===== src/rtl/sdram_arb_pkg.sv =====
// Shared types and helpers for the SDRAM port arbiter: grant/state encodings
// and the framebuffer coordinate-to-word mapping.
package sdram_arb_pkg;

  typedef enum logic [1:0] {
    GNT_NONE,
    GNT_RD,
    GNT_WR,
    GNT_DL
  } grant_t;

  typedef enum logic [1:0] {
    ST_IDLE,
    ST_ISSUE,
    ST_WAIT,
    ST_DONE
  } state_t;

  localparam int FB_COORD_W = 21;

  // One word per pixel; frame select is the top bit of the 21-bit offset.
  function automatic logic [FB_COORD_W-1:0] fb_addr(
    input logic       frame,
    input logic [9:0] row,
    input logic [9:0] col
  );
    return {frame, row, col};
  endfunction

endpackage


===== src/rtl/sdram_arb_prio.sv =====
// Priority select (rd > wr > dl, flipping to wr > dl > rd once rd has starved the
// others STARVE_MAX times) plus the saturating starve counter. Grant is combinational.
module sdram_arb_prio
  import sdram_arb_pkg::*;
#(
  parameter int STARVE_MAX = 8
) (
  input  logic   clk_96,
  input  logic   reset_n,
  input  logic   arb_en,
  input  logic   rd_req,
  input  logic   wr_req,
  input  logic   dl_req,
  output grant_t grant
);

  localparam int               CNT_W   = $clog2(STARVE_MAX + 1);
  localparam logic [CNT_W-1:0] CNT_MAX = CNT_W'(STARVE_MAX);

  logic [CNT_W-1:0] starve_cnt;
  logic             starved;

  assign starved = (starve_cnt == CNT_MAX);

  always_comb begin
    grant = GNT_NONE;
    if (starved) begin
      if (wr_req)      grant = GNT_WR;
      else if (dl_req) grant = GNT_DL;
      else if (rd_req) grant = GNT_RD;
    end else begin
      if (rd_req)      grant = GNT_RD;
      else if (wr_req) grant = GNT_WR;
      else if (dl_req) grant = GNT_DL;
    end
  end

  // Only real grant cycles move the counter; a stalled IDLE leaves it alone.
  always_ff @(posedge clk_96 or negedge reset_n) begin
    if (!reset_n) begin
      starve_cnt <= '0;
    end else if (arb_en) begin
      if (grant == GNT_WR || grant == GNT_DL) begin
        starve_cnt <= '0;
      end else if (grant == GNT_RD && (wr_req || dl_req) && !starved) begin
        starve_cnt <= starve_cnt + 1'b1;
      end
    end
  end

endmodule


===== src/rtl/sdram_port_arbiter.sv =====
// Shares one SDRAM request port between fb reader, fb writer and download writer;
// one access at a time, >=4 cycles + controller latency. Optional stats: ARB_STATS_EN.
module sdram_port_arbiter
  import sdram_arb_pkg::*;
#(
  parameter int                ADDR_W     = 22,
  parameter logic [ADDR_W-1:0] FB_BASE    = 22'h200000,
  parameter logic [ADDR_W-1:0] DL_BASE    = 22'h000000,
  parameter int                STARVE_MAX = 8
) (
  input  logic              clk_96,
  input  logic              reset_n,
  input  logic              rd_req,
  input  logic              rd_frame,
  input  logic [9:0]        rd_row,
  input  logic [9:0]        rd_col,
  output logic [15:0]       rd_q,
  output logic              rd_ack,
  input  logic              wr_req,
  input  logic              wr_frame,
  input  logic [9:0]        wr_row,
  input  logic [9:0]        wr_col,
  input  logic [15:0]       wr_d,
  output logic              wr_ack,
  input  logic              dl_req,
  input  logic [15:0]       dl_addr,
  input  logic [7:0]        dl_data,
  output logic              dl_ack,
  input  logic              mem_ready,
  output logic              mem_req,
  output logic              mem_we,
  output logic [ADDR_W-1:0] mem_addr,
  output logic [15:0]       mem_din,
  output logic [1:0]        mem_dqm,
  input  logic [15:0]       mem_q,
  input  logic              mem_ack
`ifdef ARB_STATS_EN
  ,
  output logic [15:0]       stat_rd,
  output logic [15:0]       stat_wr,
  output logic [15:0]       stat_dl,
  output logic [15:0]       stat_starve
`endif
);

  state_t            state;
  state_t            state_nxt;
  grant_t            sel;
  grant_t            gnt;
  logic              arb_en;
  logic              do_grant;
  logic              ack_hit;
  logic              nxt_we;
  logic [ADDR_W-1:0] nxt_addr;
  logic [15:0]       nxt_din;
  logic [1:0]        nxt_dqm;

  sdram_arb_prio #(
    .STARVE_MAX(STARVE_MAX)
  ) u_prio (
    .clk_96 (clk_96),
    .reset_n(reset_n),
    .arb_en (arb_en),
    .rd_req (rd_req),
    .wr_req (wr_req),
    .dl_req (dl_req),
    .grant  (sel)
  );

  always_ff @(posedge clk_96 or negedge reset_n) begin
    if (!reset_n) state <= ST_IDLE;
    else          state <= state_nxt;
  end

  always_comb begin
    state_nxt = state;
    case (state)
      ST_IDLE:  if (do_grant) state_nxt = ST_ISSUE;
      ST_ISSUE: state_nxt = ST_WAIT;
      ST_WAIT:  if (mem_ack) state_nxt = ST_DONE;
      ST_DONE:  state_nxt = ST_IDLE;
      default:  state_nxt = ST_IDLE;
    endcase
  end

  // mem_ack is only meaningful in WAIT; requests only in IDLE with the controller up.
  always_comb begin
    arb_en   = (state == ST_IDLE) && mem_ready;
    do_grant = arb_en && (sel != GNT_NONE);
    ack_hit  = (state == ST_WAIT) && mem_ack;
  end

  always_comb begin
    nxt_we   = mem_we;
    nxt_addr = mem_addr;
    nxt_din  = mem_din;
    nxt_dqm  = mem_dqm;
    case (sel)
      GNT_RD: begin
        nxt_we   = 1'b0;
        nxt_addr = FB_BASE + ADDR_W'(fb_addr(rd_frame, rd_row, rd_col));
        nxt_din  = '0;
        nxt_dqm  = 2'b00;
      end
      GNT_WR: begin
        nxt_we   = 1'b1;
        nxt_addr = FB_BASE + ADDR_W'(fb_addr(wr_frame, wr_row, wr_col));
        nxt_din  = wr_d;
        nxt_dqm  = 2'b00;
      end
      GNT_DL: begin
        // Byte writes go to both lanes; the mask picks the lane (odd byte = high).
        nxt_we   = 1'b1;
        nxt_addr = DL_BASE + ADDR_W'(dl_addr[15:1]);
        nxt_din  = {dl_data, dl_data};
        nxt_dqm  = dl_addr[0] ? 2'b01 : 2'b10;
      end
      default: ;
    endcase
  end

  always_ff @(posedge clk_96 or negedge reset_n) begin
    if (!reset_n) begin
      gnt      <= GNT_NONE;
      mem_req  <= 1'b0;
      mem_we   <= 1'b0;
      mem_addr <= '0;
      mem_din  <= '0;
      mem_dqm  <= 2'b00;
      rd_q     <= '0;
      rd_ack   <= 1'b0;
      wr_ack   <= 1'b0;
      dl_ack   <= 1'b0;
    end else begin
      rd_ack <= 1'b0;
      wr_ack <= 1'b0;
      dl_ack <= 1'b0;
      if (do_grant) begin
        gnt      <= sel;
        mem_req  <= 1'b1;
        mem_we   <= nxt_we;
        mem_addr <= nxt_addr;
        mem_din  <= nxt_din;
        mem_dqm  <= nxt_dqm;
      end
      if (ack_hit) begin
        mem_req <= 1'b0;
        if (gnt == GNT_RD) rd_q <= mem_q;
        rd_ack <= (gnt == GNT_RD);
        wr_ack <= (gnt == GNT_WR);
        dl_ack <= (gnt == GNT_DL);
      end
      if (state == ST_DONE) gnt <= GNT_NONE;
    end
  end

`ifdef ARB_STATS_EN
  // rd only loses a grant while requesting when the starve override is active.
  always_ff @(posedge clk_96 or negedge reset_n) begin
    if (!reset_n) begin
      stat_rd     <= '0;
      stat_wr     <= '0;
      stat_dl     <= '0;
      stat_starve <= '0;
    end else begin
      if (ack_hit && gnt == GNT_RD && stat_rd != 16'hFFFF) stat_rd <= stat_rd + 16'd1;
      if (ack_hit && gnt == GNT_WR && stat_wr != 16'hFFFF) stat_wr <= stat_wr + 16'd1;
      if (ack_hit && gnt == GNT_DL && stat_dl != 16'hFFFF) stat_dl <= stat_dl + 16'd1;
      if (do_grant && rd_req && (sel == GNT_WR || sel == GNT_DL) &&
          stat_starve != 16'hFFFF) begin
        stat_starve <= stat_starve + 16'd1;
      end
    end
  end
`endif

endmodule


===== config.mk =====
export PLATFORM = sky130hd
export DESIGN_NAME = sdram_port_arbiter
export DESIGN_NICKNAME = d
export VERILOG_FILES = /design/src/rtl/sdram_arb_pkg.sv /design/src/rtl/sdram_arb_prio.sv /design/src/rtl/sdram_port_arbiter.sv
export SDC_FILE = /design/constraint.sdc
export NUM_CORES = 1
export LEC_CHECK = 0
export BUFFER_PORTS_ARGS = -buffer_cell sky130_fd_sc_hd__buf_2
export CAP_MARGIN = 10
export CORE_MARGIN = 2
export CORE_UTILIZATION = 45
export CTS_CLUSTER_DIAMETER = 40
export CTS_CLUSTER_SIZE = 25
export DETAILED_ROUTE_END_ITERATION = 10
export PLACE_DENSITY_LB_ADDON = 0.15
export SYNTH_ARGS = -nofsm -noshare
export SYNTH_HDL_FRONTEND = slang
export SYNTH_SLANG_ARGS = --single-unit

===== constraint.sdc =====
create_clock -name clk_96 -period 1.7 [get_ports clk_96]
set_input_delay 0.34 -clock clk_96 [delete_from_list [all_inputs] [get_ports clk_96]]
set_output_delay 0.34 -clock clk_96 [all_outputs]
set_load 0.02 [all_outputs]

After elaboration in Yosys (flattened, before gate mapping)
Cells that the tools add are included.
- add/sub/neg operators: 3
- eq/ne operators: 12
- multiplexer cells: 24
- reductions and logical operators: 24
- operators by type and width (cell ; number):
    $pmux W22 S3 ; 1
    $pmux W16 S3 ; 1
    $add A22 B21 Y22 const A ; 2
    $mux W2 ; 11
    $eq A2 B2 Y1 const B ; 6
    $reduce_and A2 Y1 ; 6
    $reduce_bool A2 Y1 ; 6
    $mux W4 ; 2
    $pmux W2 S4 ; 1
    $eq A2 B1 Y1 const B ; 3
    $mux W1 ; 6
    $logic_and A1 B1 Y1 ; 5
    $add A4 B1 Y4 const B ; 1
    $eq A4 B4 Y1 const B ; 1
    $ne A2 B2 Y1 const B ; 2
    $pmux W2 S2 ; 1
    $reduce_or A2 Y1 ; 2
    $reduce_bool A3 Y1 ; 1
    $logic_not A2 Y1 ; 1
    $logic_or A1 B1 Y1 ; 2
    $pmux W1 S2 ; 1
    $logic_not A1 Y1 ; 1
- bits in registers: 69
- output and inout port bits: 61
- logic and storage cells: 75

Logic depth before layout (Yosys ltp)
Gate-level depths: netlist of run 1.
- depth in word-level cells: 9
- depth in mapped cells: 8

By module
From an unflattened synthesis of run 1, not the netlist that was laid out.
- cell total of the unflattened synthesis: 314
- area total of the unflattened synthesis: 3614.7 um^2
- modules (own cells, without submodules) (module ; instances ; cells an instance ; area an instance (um^2) ; sequential area each (um^2)):
    sdram_port_arbiter ; 1 ; 285 ; 3362.0 ; 1626.6
    sdram_arb_prio ; 1 ; 29 ; 252.7 ; 100.1

Worst setup path after synthesis of run 1
No wires, ideal clock.
- path type: reg2reg
- start: register u_prio.starve_cnt[0]
- end: register mem_addr[15]
- data arrival time: 1.404 ns
- data required time: 1.574 ns
- setup slack: 0.170 ns
- stages on the path, launching flop included: 8
- path through: dfrtp_1 inv_1 ha_1 nand3b_4 a21o_1 buf_2 a221oi_1 nor2_1
- word-level cells in the longest chain between the ends: 5
- elaborated cells between the ends (all ways): 10
- those cells by class: eq/ne: 4; mux: 2; reduce/logical: 4
- ends and longest elaborated chain (element ; RTL line ; source):
    start, declared ; sdram_arb_prio.sv:20 ; logic [CNT_W-1:0] starve_cnt;
    start signal, assigned ; sdram_arb_prio.sv:46 ; starve_cnt <= starve_cnt + 1'b1;
    $eq A4 B4 Y1 * ; sdram_arb_prio.sv:23 ; assign starved = (starve_cnt == CNT_MAX);
    $mux W2 * ; sdram_arb_prio.sv:27 ; if (starved) begin
    $eq A2 B1 Y1, or another cell as far along ; sdram_port_arbiter.sv:98 ; case (sel)
    $reduce_bool A3 Y1 (no line) or $logic_and A1 B1 Y1 (tied branches) ; n/a ;
    $reduce_and A2 Y1 (no line) ; n/a ;
    end signal, assigned ; sdram_port_arbiter.sv:142 ; mem_addr <= nxt_addr;
    end, declared ; sdram_port_arbiter.sv:32 ; output logic [ADDR_W-1:0] mem_addr,
Every way passes the cells marked *; elsewhere a longest branch is shown, timed or not.
A chain may end at the register's enable or synchronous reset.

Final worst setup path of run 1
- start: register u_prio.starve_cnt[1]
- end: register mem_addr[10]
Same word-level chain as after synthesis.

==> results of run 1 <==
[cell type report]
class,count,area (sq um)
Clock buffer,12,145
Clock inverter,4,23.8
Fill cell,621,2410
Inverter,8,33.8
Multi-Input combinational cell,226,1320
Sequential cell,69,1730
Tap cell,96,120
Timing Repair Buffer,181,1020
[cell usage after synthesis, types with 2 or more instances]
cell / count
a21boi_4: 2
a21o_1: 2
a21oi_1: 31
a221oi_1: 23
a22o_1: 2
a22oi_1: 14
buf_2: 8
buf_4: 3
buf_6: 7
dfrtp_1: 69
ha_1: 5
inv_1: 6
nand2_1: 55
nand3_1: 2
nor2_1: 67
nor3_1: 2
o21ai_0: 4
o22a_1: 2
[flip-flops by register name (all words and copies together) (netlist names)]
name / count
mem_dqm: 2
rd_ack: 1
rd_q: 16
gnt: 2
state: 2
mem_addr: 22
dl_ack: 1
mem_we: 1
mem_din: 16
u_prio.starve_cnt: 4
mem_req: 1
wr_ack: 1
[layer usage]
layer / wire (microns) / share of wire (%)
met5: 0 / 0
met4: 213 / 2.5
met2: 4310 / 50
met3: 466 / 5.4
met1: 3640 / 42
[layout by cell type, fill, tap and decap left out, drive strengths merged]
cell / synthesis / final
nand4b: 1 / 1
ha: 5 / 5
nor3: 2 / 2
nor2: 68 / 68
nor4: 1 / 1
nand2: 56 / 56
nand3b: 1 / 1
dfrtp: 69 / 69
a22oi: 15 / 15
o31ai: 1 / 1
clkbuf: 1 / 12
o22ai: 1 / 1
a21o: 2 / 2
clkinv: 1 / 4
o311ai: 1 / 1
buf: 18 / 180
or3: 1 / 1
clkinvlp: 0 / 1
nor2b: 2 / 2
a21boi: 2 / 2
o21ai: 4 / 4
inv: 7 / 7
nand3: 2 / 2
nand4: 1 / 1
a221oi: 23 / 23
a21oi: 31 / 31
mux2: 1 / 1
o211ai: 1 / 1
dlygate4sd3: 0 / 1
o22a: 2 / 2
a22o: 2 / 2
[cells by family (layout without fill, tap and decap cells)]
group	Yosys count	count (layout)
adder cells (fa/ha/maj)	5	5
AND/OR/NAND/NOR	135	135
AO/OA/AOI/OAI	85	85
multiplexers	1	1
buffers and inverters	27	205
flip-flops	69	69
[per-stage QoR]
| stage | hold WS [ns] | setup WS, ns | instances | setup TNS [ns] | power, uW |
|---|---|---|---|---|---|
| 6_report | 0.179 | 0.0690 | 596 | 0 | 7800 |
| 5_1_grt | 0.179 | -0.0382 | 596 | -0.0614 | 8370 |
| 4_1_cts | 0.173 | -0.0137 | 596 | -0.0283 | 7790 |
| 3_5_place_dp | 0.326 | -0.00257 | 579 | -0.00257 | 6600 |
| 3_3_place_gp | 0.326 | 0.0586 | 579 | 0 | 6500 |
| 2_1_floorplan | 0.0444 | 0.170 | 322 | 0 | 5250 |
[tightest hold or removal path: stages]
cell and delay [ns]:
buf_2 0.07, nand2_1 0.04, nand2_1 0.04
[what timing repair did]
| action | in CTS | in global routing |
|---|---|---|
| resized for setup | 0 | 14 |
| hold endpoints to repair | 18 | 0 |
| pin swaps | 0 | 2 |
| hold buffers | 1 | 0 |
| setup endpoints to repair | 6 | 57 |
[power by group through the flow]
stage / sequential, uW / clock, uW / combinational, uW
after floorplan: 3650 / 0 / 1600
after global placement: 2790 / 0 / 3710
after detailed placement: 2820 / 0 / 3780
after CTS: 2780 / 1210 / 3790
after global routing: 2870 / 1280 / 4210
final: 2780 / 1180 / 3840
[how the worst min path moves through the flow]
stage	startpoint	end	slack, ns	depth (start not counted)
after detailed placement	reset_n	mem_din[12]	0.33	1
final	mem_q[6]	rd_q[6]	0.18	3
after CTS	mem_q[6]	rd_q[6]	0.17	3
after global routing	mem_q[8]	rd_q[8]	0.18	3
after floorplan	reset_n	dl_ack	0.04	0
after global placement	reset_n	mem_din[12]	0.33	1
==> flow_metrics.env, run 1 <==
export IMPL_combPwrFrac_pct=49.2
export IMPL_die_area_sq_um=7720
export IMPL_cts_buffer_depth=2
export IMPL_htreeDepth=3
export IMPL_synthMuxAreaShare_pct=0.356
export IMPL_setup_viol=0
export IMPL_hold_violations=0
export IMPL_async_flop_share_pct=100
export IMPL_use_met3_pct=3.86
export IMPL_tightest_slew_ns=0.477
export IMPL_syn_nets=432
export IMPL_ir_drop_mv=0.832
export IMPL_synth_top_area_share_pct=54.6
export IMPL_max_slew_margin_pct=68.2
export IMPL_drtPass1Iterations=4
export IMPL_fin_util_pct=64.6
export IMPL_synthSimpleGateAreaFrac_pct=17.5
export IMPL_yosys_area_share_xor_xnor_pct=0
export IMPL_route_vias_total=3031
export IMPL_cp_top_family="compound AO/OA/AOI/OAI gates"
export IMPL_p_per_area_nw_per_um2=1780
export IMPL_routed_via_density=5.09
export IMPL_crit_type="register to register"
export IMPL_timing_final_crit_period_ns=1.63
export IMPL_grt_pass1_vias=2805
export IMPL_critical_path_required_ns=1.92
export IMPL_cp_buffers_inverters=2
export IMPL_synth_top_family_by_area="compound AO/OA/AOI/OAI gates"
export IMPL_gp_congestion=0.835
export IMPL_core_sq_um=6790
export IMPL_ys_ff_latch=69
export IMPL_drc=0
export IMPL_die_y_microns=87.8
export IMPL_synth_flop_cell="dfrtp_1"
export IMPL_diodes=0
export IMPL_root_buffer="clkbuf_8"
export IMPL_synth_compound_area_share_pct=20.1
export IMPL_clockPowerShare_pct=15.1
export IMPL_drv_cap=0
export IMPL_grt_max_degree=36
export IMPL_syn2layout_area_growth_pct=38.7
export IMPL_start_kind="register"
export IMPL_synth_edf_count=0
export IMPL_critPathCaptureType="register"
export IMPL_p_seq_share_pct=35.7
export IMPL_layout_nets=605
export IMPL_worst_path_stages=7
export IMPL_cp_arrival_ns=1.85
export IMPL_grt_use_met2_pct=37.0
export IMPL_r2r_end="mem_addr[10]"
export IMPL_wirelength_microns=8630
export IMPL_yosys_area_top_type="dfrtp_1"
export IMPL_post_route_period_util_pct=95.9
export IMPL_synth_cell_types=36
export IMPL_dpl_hpwl_microns=6510
export IMPL_initial_utilization_pct=46.6
export IMPL_insertion_delay_ns=0.34
export IMPL_grt_use_total_pct=22.2
export IMPL_report_final_slew_viol_count=0
export IMPL_drt_initial_drc_count=116
export IMPL_pin_count=166
export IMPL_cts_buffers=9
export IMPL_min_path_type="input pin to register"
export IMPL_grt_setup_unrepaired="true"
export IMPL_yosysSeqAreaShare_pct=54.6
export IMPL_clkTransAtPathRegs_ns=0.08
export IMPL_r2r_slack_ns=0.07
export IMPL_die_x_microns=87.8
export IMPL_drive_gt1_share_pct=43.0
export IMPL_fin_area_sq_um=4390
export IMPL_syn_inst=322
export IMPL_ant_nets=0
export IMPL_grt_use_met1_pct=28.0
export IMPL_crit_fanout=7
export IMPL_synth_area_sq_um=3160
export IMPL_max_stage_delay_ns=0.41
export IMPL_cts_sinks=69
export IMPL_endpoint="mem_addr[10]"
export IMPL_avgSynthCellArea_sq_um=9.82
export IMPL_cp_startpoint="u_prio.starve_cnt[1]"
export IMPL_post_drt_wl_per_cell_microns=14.5
export IMPL_yosys_warnings=0
export IMPL_synth_area_top_cells="dfrtp_1 55%, nor2_1 8.0%, nand2_1 6.5%"
export IMPL_max_freq_ghz=0.613
export IMPL_grt_ovfl_total=0
export IMPL_grt_pass1_wl_microns=13200
export IMPL_critPathSlowestCell="dfrtp_1"
export IMPL_antenna_found_initial=0
export IMPL_portBuffers=165
export IMPL_reg2reg_depth=7
export IMPL_outcome="finished, final reports clean"
export IMPL_fin_worst_skew_ns=0.00826
export IMPL_rows=30
export IMPL_swShare_pct=43.5
export IMPL_p_leak_uw=0.00224
export IMPL_r2r_start="u_prio.starve_cnt[1]"
export IMPL_cp_cell_sequence="inv_2, ha_2, nand3b_4, a21o_1, buf_4, a22oi_1, a21oi_1"
export IMPL_cts_tree="done"
export IMPL_cts_post_setup_buffers_inserted=0
export IMPL_place_area_sq_um=4140
export IMPL_synthAdderAreaFrac_pct=1.98
export IMPL_p_int_uw=4400
export IMPL_grt_busiest_layer="met2"
export IMPL_switching_power_uw=3390
(Power assumes the default switching activity.)
==> inputs of run 2 (changes only) <==
==> constraint.sdc (replaced) <==
create_clock -name clk_96 -period 1.7 [get_ports clk_96]
set_input_delay 0 -clock clk_96 [delete_from_list [all_inputs] [get_ports clk_96]]
set_output_delay 0 -clock clk_96 [all_outputs]
set_load 0.02 [all_outputs]
==> run 2 against run 1 <==
Final area increased by 22%. Largest cell class is now buffers. Flip-flop and latch count did not move. Largest power group unchanged. Clock power grew 9%. Critical path type unchanged. Final cell count increased by 16%. Combinational power is 6.3% higher. Maximum frequency decreased by 2.3%.
==> flow_metrics.env, run 2 (same netlist as run 1, synthesis figures left out) <==
export IMPL_hold_violations=0
export IMPL_cts_buffers=9
export IMPL_die_x_microns=87.8
export IMPL_core_sq_um=6790
export IMPL_post_drt_wl_per_cell_microns=15.4
export IMPL_critPathCaptureType="register"
export IMPL_cts_buffer_depth=2
export IMPL_n_fill_cell=451
export IMPL_start_kind="register"
export IMPL_routed_via_density=5.06
export IMPL_largestRegisters="mem_addr x22, mem_din x16, rd_q x16"
export IMPL_setup_viol=0
export IMPL_p_per_area_nw_per_um2=1530
export IMPL_cp_cell_sequence="inv_1, ha_2, nand3b_4, a21o_1, buf_12, a221oi_1, nor2_1"
export IMPL_ant_nets=0
export IMPL_place_area_sq_um=4140
export IMPL_grt_ovfl_total=0
export IMPL_r2r_slack_ns=0.03
export IMPL_critical_path_required_ns=1.91
export IMPL_drtPass1Iterations=6
export IMPL_grt_pass1_wl_microns=16500
export IMPL_clkTransAtPathRegs_ns=0.08
export IMPL_post_route_period_util_pct=98.2
export IMPL_dpl_hpwl_microns=6150
export IMPL_outcome="finished, final reports clean"
export IMPL_pin_count=166
export IMPL_fin_setup_tns_ns=0
export IMPL_layout_nets=702
export IMPL_cts_tree="done"
export IMPL_holdWs_ns=0.0153
export IMPL_regArea_sq_um=1730
export IMPL_cp_buffers_inverters=2
export IMPL_initial_utilization_pct=46.6
export IMPL_drv_cap=0
export IMPL_insertion_delay_ns=0.34
export IMPL_root_buffer="clkbuf_8"
export IMPL_syn2layout_area_growth_pct=69.2
export IMPL_setup_ws_ns=0.0302
export IMPL_max_slew_margin_pct=75.3
export IMPL_crit_fanout=14
export IMPL_wirelength_microns=10600
export IMPL_fin_worst_skew_ns=0.0109
export IMPL_grt_pass1_vias=3502
export IMPL_cp_arrival_ns=1.88
export IMPL_diodes=0
export IMPL_fin_area_sq_um=5350
export IMPL_drive_gt1_share_pct=35.5
export IMPL_die_y_microns=87.8
export IMPL_tightest_slew_ns=0.370
export IMPL_critPathSlowestCell="dfrtp_1"
export IMPL_rows=30
export IMPL_cts_sinks=69
export IMPL_drc=0
export IMPL_p_leak_uw=0.00264
export IMPL_r2r_start="u_prio.starve_cnt[1]"
export IMPL_most_common_layout_cells="165 x buf_2, 98 x dlygate4sd3_1, 69 x dfrtp_1"
export IMPL_report_final_slew_viol_count=0
export IMPL_dp_slack_ns=0.0396
export IMPL_max_stage_delay_ns=0.38
export IMPL_cp_startpoint="u_prio.starve_cnt[1]"
export IMPL_ir_drop_mv=0.884
export IMPL_timing_final_crit_period_ns=1.67
export IMPL_antenna_found_initial=0
export IMPL_gp_congestion=0.797
export IMPL_multi_input_area_sq_um=1280
export IMPL_portBuffers=165
export IMPL_grt_max_degree=70
export IMPL_max_freq_ghz=0.599
export IMPL_grt_use_total_pct=28.1
export IMPL_htreeDepth=3
export IMPL_route_vias_total=3505
export IMPL_drt_initial_drc_count=198
export IMPL_regMostFlops="mem_addr"
export IMPL_fin_util_pct=78.8
export IMPL_mostFrequentLayoutCell="buf_2"
export IMPL_crit_type="register to register"
export IMPL_die_area_sq_um=7720
export IMPL_min_path_type="input pin to register"
export IMPL_largest_reg_flops=22
export IMPL_cp_top_family="compound AO/OA/AOI/OAI gates"
export IMPL_worstHoldStart="dl_addr[11]"
==> run 2: cell count changes in the layout (fill, tap and decap cells not counted), moves of 2 or more <==
cell	before	now
buf_6	2	0
a221oi_1	18	20
dlygate4sd3_1	1	98
clkinvlp_4	1	3
==> run 2: cell type report <==
class | count | share of cell area (%)
clock inverter | 6 | 1.19
sequential | 69 | 32.3
inverter | 8 | 0.631
clock buffer | 10 | 2.38
timing repair buffer | 278 | 37.3
tap | 96 | 2.24
multi-input combinational | 226 | 24.0
==> run 2: layer usage <==
layer  global-route usage, %  share of wire, %  vias to the layer above
met2                    48.9                52                      152
li1                        -                 -                     1661
met4                    16.8               4.7                        0
met1                    32.4                38                     1647
met5                       0                 0                        -
met3                    4.71               5.5                       45
==> run 2: path summary, 6_finish.rpt <==
kind | end | cells after the start
hold / removal | mem_addr[10] | 3
setup reg to reg | mem_addr[17] | 7
min in group asynchronous | mem_din[12] | 3
hold reg to reg | wr_ack | 1
max in group asynchronous | rd_q[3] | 3
setup / recovery | mem_addr[17] | 7
==> run 2: worst min-delay path: stages <==
cell and delay (ns):
buf_2 0.09, a22oi_1 0.08, a21oi_1 0.13
==> run 2: power breakdown <==
part | switching (uW) | internal, uW | leakage, uW
Combinational | 2480 | 1600 | 0.00173
Clock | 614 | 675 | 0.0000923
Sequential | 406 | 2400 | 0.000825
==> run 2: what timing repair did <==
action / 4_1_cts / 5_1_grt
endpoints found under the hold margin: 127 / 0
resized for setup: 0 / 6
endpoints found under the setup margin: 0 / 26
hold buffers: 98 / 0
buffers inserted: 0 / 1
==> run 2: per-stage QoR <==
stage               cells  total power (uW)
detailed placement    578              6610
global placement      578              6520
floorplan             322              5250
finish                693              8170
CTS                   692              8090
global route          693              8760
==> inputs of run 3 (changes only) <==
--- a/config.mk
+++ b/config.mk
@@ -8,11 +8,12 @@
 export BUFFER_PORTS_ARGS = -buffer_cell sky130_fd_sc_hd__buf_2
 export CAP_MARGIN = 10
 export CORE_MARGIN = 2
-export CORE_UTILIZATION = 45
+export CORE_UTILIZATION = 49
 export CTS_CLUSTER_DIAMETER = 40
 export CTS_CLUSTER_SIZE = 25
 export DETAILED_ROUTE_END_ITERATION = 10
 export PLACE_DENSITY_LB_ADDON = 0.15
+export SKIP_CTS_REPAIR_TIMING = 1
 export SYNTH_ARGS = -nofsm -noshare
 export SYNTH_HDL_FRONTEND = slang
 export SYNTH_SLANG_ARGS = --single-unit
==> constraint.sdc (replaced) <==
create_clock -name clk_96 -period 2.1 [get_ports clk_96]
set_input_delay 0 -clock clk_96 [delete_from_list [all_inputs] [get_ports clk_96]]
set_output_delay 0 -clock clk_96 [all_outputs]
set_load 0.02 [all_outputs]
==> run 3 against run 2 <==
The run now ends with hold timing left. Clock skew down 0.0024 ns. Sequential share of layout area up 1.4 points. Routed wire length up 6.8%. Die area down 7.8%. Register-to-register slack better by 0.14 ns. Largest power group unchanged. Non-clock buffer count down 25. Global-route usage down 2.9 points. Combinational power down 23%. Critical path type unchanged. Critical path depth down 1.
==> flow_metrics.env, run 3 (same netlist as run 1, synthesis figures left out) <==
export IMPL_outcome="finished with violations"
export IMPL_failed_checks="hold timing"
export IMPL_mostFrequentLayoutCell="buf_2"
export IMPL_setup_viol=0
export IMPL_min_path_type="input pin to register"
export IMPL_largestRegisters="mem_addr x22, mem_din x16, rd_q x16"
export IMPL_n_fill_cell=392
export IMPL_p_per_area_nw_per_um2=1360
export IMPL_drt_initial_drc_count=277
export IMPL_hold_violations=6
export IMPL_holdWs_ns=-0.0666
export IMPL_crit_type="register to register"
export IMPL_initial_utilization_pct=50.1
export IMPL_cts_tree="done"
export IMPL_portBuffers=165
export IMPL_die_x_microns=84.3
export IMPL_post_drt_wl_per_cell_microns=17.5
export IMPL_rows=29
export IMPL_p_leak_uw=0.00256
export IMPL_core_sq_um=6310
export IMPL_htreeDepth=3
export IMPL_cp_arrival_ns=2.18
export IMPL_die_area_sq_um=7110
export IMPL_syn2layout_area_growth_pct=62.2
export IMPL_stdcell_count=650
export IMPL_root_buffer="clkbuf_8"
export IMPL_cts_buffer_depth=2
export IMPL_drc=0
export IMPL_critical_path_required_ns=2.35
export IMPL_tightest_slew_ns=0.767
export IMPL_fin_setup_tns_ns=0
export IMPL_most_common_layout_cells="165 x buf_2, 81 x dlygate4sd3_1, 69 x dfrtp_1"
export IMPL_grt_use_total_pct=25.2
export IMPL_regMostFlops="mem_addr"
export IMPL_pin_count=166
export IMPL_grt_ovfl_total=0
export IMPL_max_stage_delay_ns=0.64
export IMPL_drv_cap=0
export IMPL_antenna_found_initial=1
export IMPL_drive_gt1_share_pct=34.6
export IMPL_ant_nets=0
export IMPL_ir_drop_mv=0.926
export IMPL_max_slew_margin_pct=48.9
export IMPL_fin_worst_skew_ns=0.00852
export IMPL_dpl_hpwl_microns=6310
export IMPL_dpl_cell_count=552
export IMPL_grt_pass1_wl_microns=14300
export IMPL_grt_pass1_vias=2993
export IMPL_insertion_delay_ns=0.34
export IMPL_cts_sinks=69
export IMPL_route_vias_total=3564
export IMPL_layout_nets=677
export IMPL_fin_util_pct=81.3
export IMPL_grt_max_degree=42
export IMPL_routed_via_density=5.48
export IMPL_die_y_microns=84.3
export IMPL_max_freq_ghz=0.519
export IMPL_cp_cell_sequence="inv_1, ha_1, nand3b_4, a21o_1, a22oi_1, a21oi_1"
export IMPL_critPathCaptureType="register"
export IMPL_timing_final_crit_period_ns=1.93
export IMPL_wirelength_microns=11400
export IMPL_report_final_slew_viol_count=0
export IMPL_crit_fanout=21
export IMPL_critPathSlowestCell="a21o_1"
export IMPL_post_route_period_util_pct=91.8
export IMPL_clkTransAtPathRegs_ns=0.07
export IMPL_largest_reg_flops=22
export IMPL_cts_buffers=9
export IMPL_drtPass1Iterations=4
export IMPL_gp_congestion=0.816
export IMPL_start_kind="register"
==> run 3: changes by cell type in the layout (fill, tap and decap cells not counted) <==
cell and delta:
diode_2 +1, clkinvlp_4 -3, a221oi_2 -3, buf_12 -3, ha_1 +2, clkinv_1 +1, clkinv_2 -2, a221oi_1 +3
buf_4 -5, dlygate4sd3_1 -17, ha_2 -2, bufinv_16 +4
==> run 3: final cells by class <==
type,count,area [sq um],area share [%]
antenna,1,2.50,0.0488
clock buffer,10,128,2.49
clock inverter,6,159,3.10
inverter,8,30.0,0.585
multi-input combinational,226,1260,24.6
sequential,69,1730,33.7
tap,77,96.3,1.88
timing repair buffer,253,1730,33.7
==> run 3: per-layer routing <==
layer / vias to the layer above / wire, microns / GRT usage (%)
met1: 1694 / 4070 / 32.7
li1: 1618 / - / -
met5: - / 0 / 0
met2: 190 / 5940 / 42.0
met4: 0 / 688 / 10.8
met3: 62 / 658 / 4.23
==> run 3: worst max-delay path, delay by kind of cell (launching register included) <==
| kind | cells | cell delay [ns] |
|---|---|---|
| buffers and inverters | 1 | 0.07 |
| adder cells (fa/ha/maj) | 1 | 0.22 |
| AND/OR/NAND/NOR | 1 | 0.12 |
| AO/OA/AOI/OAI | 3 | 1.03 |
| flip-flops | 1 | 0.40 |
==> run 3: worst paths after layout <==
path,start,to,slack [ns],cells after the start
max,u_prio.starve_cnt[0],mem_addr[0],0.17,6
min,rd_row[9],mem_addr[19],-0.07,3
max reg2reg,u_prio.starve_cnt[0],mem_addr[0],0.17,6
min reg2reg,rd_q[14],rd_q[14],0.48,2
max in group asynchronous,reset_n,gnt[0],1.18,3
min in group asynchronous,reset_n,mem_din[15],0.25,2
==> run 3: power by group <==
part | internal, uW | switching [uW] | total (uW)
Sequential | 1940 | 352 | 2290
Clock | 1030 | 511 | 1540
Combinational | 1150 | 2000 | 3140
==> run 3: per-stage QoR <==
stage               total power (uW)  area, sq um  worst slack, ns
floorplan                       4250         3160            0.570
global placement                5140         4030            0.299
detailed placement              5220         4030            0.236
CTS                             6780         4320            0.213
global route                    7400         5130         -0.00758
finish                          6980         5130            0.172
